**src/rtl/cpx_accumulate_pkg.sv**
```systemverilog
// Shared CAF datapath definitions: default sample width, accumulator width
// helper and the output register state encoding.
package cpx_accumulate_pkg;

   localparam int def_sample_bits = 24;

   typedef enum logic {
      EMPTY = 1'b0,
      FULL  = 1'b1
   } out_state_t;

   // Full-precision accumulator width: summing len values of in_bits bits
   // needs clog2(len) extra bits of headroom.
   function automatic int acc_width(input int in_bits, input int len);
      return in_bits + $clog2(len);
   endfunction

endpackage

```
**src/rtl/cpx_acc_lane.sv**
```systemverilog
// Single signed accumulator lane. Clear has priority over add. The
// combinational sum_next (running sum plus the widened input) is exported so
// the top can capture the frame total on the frame-ending sample.
module cpx_acc_lane
   import cpx_accumulate_pkg::*;
#(
   parameter int in_bits  = def_sample_bits,
   parameter int acc_bits = def_sample_bits + 4
) (
   input  logic                       clk,
   input  logic                       rst,
   input  logic                       clr,
   input  logic                       add,
   input  logic signed [in_bits-1:0]  x,
   output logic signed [acc_bits-1:0] sum_next
);

   logic signed [acc_bits-1:0] sum_p0;

   // Sign-extend a sample to accumulator width; no rounding or saturation is
   // needed because the width already covers a full frame.
   function automatic logic signed [acc_bits-1:0] widen(input logic signed [in_bits-1:0] v);
      return acc_bits'(v);
   endfunction

   assign sum_next = sum_p0 + widen(x);

   // Running sum: cleared on reset or frame end, otherwise adds accepted samples.
   always_ff @(posedge clk) begin
      if (rst || clr) begin
         sum_p0 <= '0;
      end else if (add) begin
         sum_p0 <= sum_next;
      end
   end

endmodule

```
**src/rtl/cpx_accumulate.sv**
```systemverilog
// Coherent complex integrator: sums `length` consecutive (i, q) samples and
// emits one full-precision complex sum per frame over a valid/ready output.
module cpx_accumulate
   import cpx_accumulate_pkg::*;
#(
   parameter int i_bits = def_sample_bits,
   parameter int q_bits = def_sample_bits,
   parameter int length = 16
) (
   input  logic                                     clk,
   input  logic                                     rst,
   input  logic                                     m_axis_tvalid,
   input  logic signed [i_bits-1:0]                 i,
   input  logic signed [q_bits-1:0]                 q,
   output logic                                     s_axis_tready,
   input  logic                                     m_axis_tready,
   output logic                                     s_axis_tvalid,
   output logic signed [acc_width(i_bits,length)-1:0] acc_i,
   output logic signed [acc_width(q_bits,length)-1:0] acc_q,
   output logic [15:0]                              frame_cnt
);

   localparam int cnt_bits   = $clog2(length + 1);
   localparam int acc_i_bits = acc_width(i_bits, length);
   localparam int acc_q_bits = acc_width(q_bits, length);
   localparam logic [cnt_bits-1:0] last_cnt = cnt_bits'(length - 1);

   logic [cnt_bits-1:0]          cnt_p0;
   logic                         last;
   logic                         accept;
   logic                         frame_end;
   logic signed [acc_i_bits-1:0] sum_i_next;
   logic signed [acc_q_bits-1:0] sum_q_next;
   logic signed [acc_i_bits-1:0] acc_i_p1;
   logic signed [acc_q_bits-1:0] acc_q_p1;
   logic [15:0]                  frame_cnt_p1;
   out_state_t                   state_p1;
   out_state_t                   state_next;
   logic                         vld_p1;

   assign last      = (cnt_p0 == last_cnt);
   assign vld_p1    = (state_p1 == FULL);
   // Only the frame-ending sample can stall, and only while the previous sum
   // is still waiting for the consumer.
   assign s_axis_tready = ~rst & ~(vld_p1 & ~m_axis_tready & last);
   assign accept    = m_axis_tvalid & s_axis_tready;
   assign frame_end = accept & last;

   cpx_acc_lane #(.in_bits(i_bits), .acc_bits(acc_i_bits)) u_lane_i (
      .clk      (clk),
      .rst      (rst),
      .clr      (frame_end),
      .add      (accept),
      .x        (i),
      .sum_next (sum_i_next)
   );

   cpx_acc_lane #(.in_bits(q_bits), .acc_bits(acc_q_bits)) u_lane_q (
      .clk      (clk),
      .rst      (rst),
      .clr      (frame_end),
      .add      (accept),
      .x        (q),
      .sum_next (sum_q_next)
   );

   // Sample counter within the current frame; wraps to zero on frame end.
   always_ff @(posedge clk) begin
      if (rst) begin
         cnt_p0 <= '0;
      end else if (accept) begin
         cnt_p0 <= last ? '0 : cnt_p0 + cnt_bits'(1);
      end
   end

   // ---- stage p1: output register ----

   // Output register state.
   always_ff @(posedge clk) begin
      if (rst) begin
         state_p1 <= EMPTY;
      end else begin
         state_p1 <= state_next;
      end
   end

   // A new frame sum always fills the register (a transfer in the same cycle
   // frees the slot); otherwise a transfer empties it.
   always_comb begin
      state_next = state_p1;
      if (frame_end) begin
         state_next = FULL;
      end else if (vld_p1 && m_axis_tready) begin
         state_next = EMPTY;
      end
   end

   // Frame sum and frame counter capture; held while the sum is pending.
   always_ff @(posedge clk) begin
      if (rst) begin
         acc_i_p1     <= '0;
         acc_q_p1     <= '0;
         frame_cnt_p1 <= '0;
      end else if (frame_end) begin
         acc_i_p1     <= sum_i_next;
         acc_q_p1     <= sum_q_next;
         frame_cnt_p1 <= frame_cnt_p1 + 16'd1;
      end
   end

   assign s_axis_tvalid = vld_p1;
   assign acc_i         = acc_i_p1;
   assign acc_q         = acc_q_p1;
   assign frame_cnt     = frame_cnt_p1;

endmodule

```
**config.mk**
```make
export PLATFORM = sky130hd
export DESIGN_NAME = cpx_accumulate
export DESIGN_NICKNAME = d
export VERILOG_FILES = /design/src/rtl/cpx_accumulate_pkg.sv /design/src/rtl/cpx_acc_lane.sv /design/src/rtl/cpx_accumulate.sv
export SDC_FILE = /design/constraint.sdc
export NUM_CORES = 1
export LEC_CHECK = 0
export CAP_MARGIN = 0
export CORE_MARGIN = 4
export CORE_UTILIZATION = 54
export CTS_CLUSTER_SIZE = 10
export DETAILED_ROUTE_END_ITERATION = 10
export PLACE_DENSITY_LB_ADDON = 0.12
export SYNTH_ARGS = -nofsm -noshare
export SYNTH_HDL_FRONTEND = slang
export SYNTH_SLANG_ARGS = --single-unit
```
**constraint.sdc**
```tcl
create_clock -name clk -period 3.23 [get_ports clk]
set_input_delay 0.323 -clock clk [delete_from_list [all_inputs] [get_ports clk]]
set_output_delay 0.323 -clock clk [all_outputs]
set_load 0.02 [all_outputs]
```
==> summary.txt <==
Clocking
  – # resized after CTS: 0
  – Cts bufs inserted: 17
  – Post-CTS setup buffer count: 0
  – Clk buf depth: 2
  – Clk slew on worst S/H paths: about 0.060 ns
  – Latest clock arrival within the worst-skew pair: 0.42 ns
  – Root Buffer: clkbuf_16
  – Htree depth: 4
  – CTS tree: yes
  – Clock Sinks: 134
  – Post-CTS Hold Buffers: 0

Power
  – Total Power: about 4.5 mW
  – PD cells: roughly 460 nW/um^2
  – Max VDD drop: 0.369 mV
  – Leakage Power: ~3.9 nW

Drt
  – Drt total wl: 20.0 mm
  – Antenna viol nets, final: 0
  – Via count: roughly 7,300
  – Pre-antenna DRT Iters: 5
  – DR iter-0 viols: 381
  – # DRC: 0
  – Drt wl/cell: around 15 um
  – Vias per Instance: 5.60

Finish
  – Final antenna diode count: 0
  – NumNets Final: around 1,200
  – Share of cells above drive strength 1: under 10%
  – Area grow syn2layout: 26.8%

Synthesis
  – Number of enable flip-flop cells after synthesis: 0
  – Sequential area share after synthesis: 35.1%
  – Synth cell types: 61
  – Mapped Cells: between 900 and 1,000
  – Seq cells post-synth: around 130
  – Synth warn: 0
  – Async SR Flop Fraction: 0%
  – Mapped Nets: 1,102
  – Mapped Area: roughly 7600 sq um
  – Synth Flop Type: dfxtp_1
  – Syn Area/Cell: roughly 7.7 sq um

Floorplan
  – Io pins: 126
  – Die H: 127 um
  – Core Region: around 14,000 sq um
  – Die boundary width: ~130 um
  – # rows: 43
  – Initial cell density of the core: between 50 and 60%
  – Die area: roughly 16,000 sq um

Critical path
  – CP startpoint kind: primary input
  – WP data required: 3.53 ns
  – Critical Path AT: around 3 ns
  – Critical-path maximum fanout: 4
  – Crit path kind: primary input to flip-flop
  – Crit path capture type: flip-flop

Hold path
  – Hold WC Path Type: primary input to flip-flop

STA
  – Clock skew: around 0.0063 ns
  – Hold Vio Cnt, Final: 0
  – Rel. slew slack: between 50% and 60%
  – Final setup vio count: 0
  – Period utilisation layout: a little under nine tenths
  – Final period demand of the worst path: 2.76 ns
  – Max-slew violations: 0
  – Worst Tran Pin Value: 0.665 ns
  – RSZ-0062 raised after global routing: no
  – Final setup TNS: 0 ns
  – Fmax: around 360 MHz

GRT
  – GRT overflow: 0
  – Vias in the first global route: around 6,900
  – Antenna violations before repair: 0
  – GRT Overall Usage: between 20 and 25%
  – First-pass GRT wire length: ~33 mm
  – Pin count of the biggest net entering global routing: 58

Placed design
  – Routability cong.: roughly 0.94
  – IO buf count: 125
  – Detailed Place HPWL: 14.3 mm

Flow run
  – Maxcap violations: 0

Outcome
  – Outcome: finished clean
## where the power goes
group | leakage (nW) | switching [mW] | internal, mW
combinational | 2.51 | 0.478 | 0.348
sequential | 1.09 | 0.0311 | 1.71
clock | 0.290 | 0.726 | 1.21
## cell usage after synthesis (all sizes together), types with 3 or more instances
cell / number / area (sq um)
nand2: 241 / 905
or3: 16 / 100
o31ai: 5 / 37.5
xnor2: 30 / 263
o2111ai: 4 / 35.0
xor2: 31 / 272
o211ai: 7 / 52.6
nor3: 10 / 60.1
and3: 15 / 93.8
nand3: 22 / 115
a211oi: 12 / 90.1
and2: 6 / 37.5
a31oi: 6 / 37.5
ha: 56 / 701
nand4: 7 / 50.1
clkbuf: 41 / 154
a21oi: 149 / 746
o21a: 7 / 52.6
nor2b: 4 / 25.0
o21bai: 6 / 45.0
a21o: 18 / 135
buf: 7 / 30.0
a21boi: 4 / 30.0
or2: 3 / 18.8
a211o: 5 / 43.8
o21ai: 33 / 165
inv: 16 / 60.1
nor2: 60 / 225
dfxtp: 134 / 2680
mux2i: 3 / 30.0
## cell type report
cell class	count	area [sq um]
Fill cell	1178	4180
Sequential cell	134	2680
Clock buffer	24	492
Tap cell	180	225
Multi-Input combinational cell	794	4730
Clock inverter	8	96.3
Timing Repair Buffer	147	1410
Inverter	16	60.1
## state kept, by name (all words and copies together), names as in the netlist
name             cells
acc_i               28
acc_q               28
u_lane_i.sum_p0     28
u_lane_q.sum_p0     28
frame_cnt           16
cnt_p0               5
s_axis_tvalid        1
## cell usage in the layout (no fill, tap or decap), types with 5 or more instances in the layout
master	instances
clkbuf_16	17
buf_4	22
and3_1	15
a21o_1	18
nor3_1	8
inv_1	16
or3_1	15
nand4_1	6
o211ai_1	7
dfxtp_1	134
xnor2_1	30
o31ai_1	5
nand2_1	241
a211oi_1	12
and2_1	5
a211o_1	5
xor2_1	31
nand3_1	21
a21oi_1	149
o21bai_1	6
clkdlybuf4s50_1	124
a31oi_1	6
ha_1	56
o21ai_0	31
nor2_1	60
o21a_1	7
## routing by layer
metal  global-route usage (%)  vias up  routed length [um]
met3                     5.56       26                1110
met4                     7.51        0                 248
li1                         -     3701                   -
met1                     32.2     3378                9330
met5                        0        -                   0
met2                     41.6      198                9330
## worst paths after layout
| check | start | end | slack, ns | cells past startpoint |
|---|---|---|---|---|
| max | i[0] | acc_i[14] | 0.47 | 11 |
| min | rst | acc_i[8] | 0.34 | 2 |
| max reg2reg | u_lane_i.sum_p0[0] | acc_i[14] | 0.50 | 10 |
| min reg2reg | acc_q[26] | acc_q[26] | 0.45 | 2 |
## worst max-delay path, cell delays in order
cell and delay [ns]:
clkdlybuf4s50_1 0.42, ha_1 0.25, fa_1 0.41, a21o_1 0.20
a221oi_2 0.41, a311oi_2 0.24, o21ai_0 0.18, a21boi_0 0.13
or3_1 0.34, nand3_1 0.09, a21oi_1 0.07
## kinds of logic (layout without fill, tap and decap cells)
logic type	Yosys count	count (layout)	synth area share [%]
DFF	134	134	35.1
xor gates and xnor gates	62	62	7.28
AOI/OAI and AO/OA	274	274	21.6
muxes	3	3	0.393
buffers and inverters	64	195	3.19
adders and majority gates	58	58	9.68
and+or+nand+nor	397	397	22.8
## through the flow
step,worst slack (ns),utilization (%),cell area (sq um),hold slack [ns],instances
6_report,0.472,69.9,9700,0.343,1303
5_1_grt,0.293,69.9,9700,0.367,1303
4_1_cts,0.503,69.9,9700,0.315,1303
3_5_place_dp,0.0859,65.6,9110,0.448,1271
3_3_place_gp,0.152,65.6,9110,0.437,1271
2_1_floorplan,0.733,-,7650,0.426,992
Power figures use the tool's default switching activity.
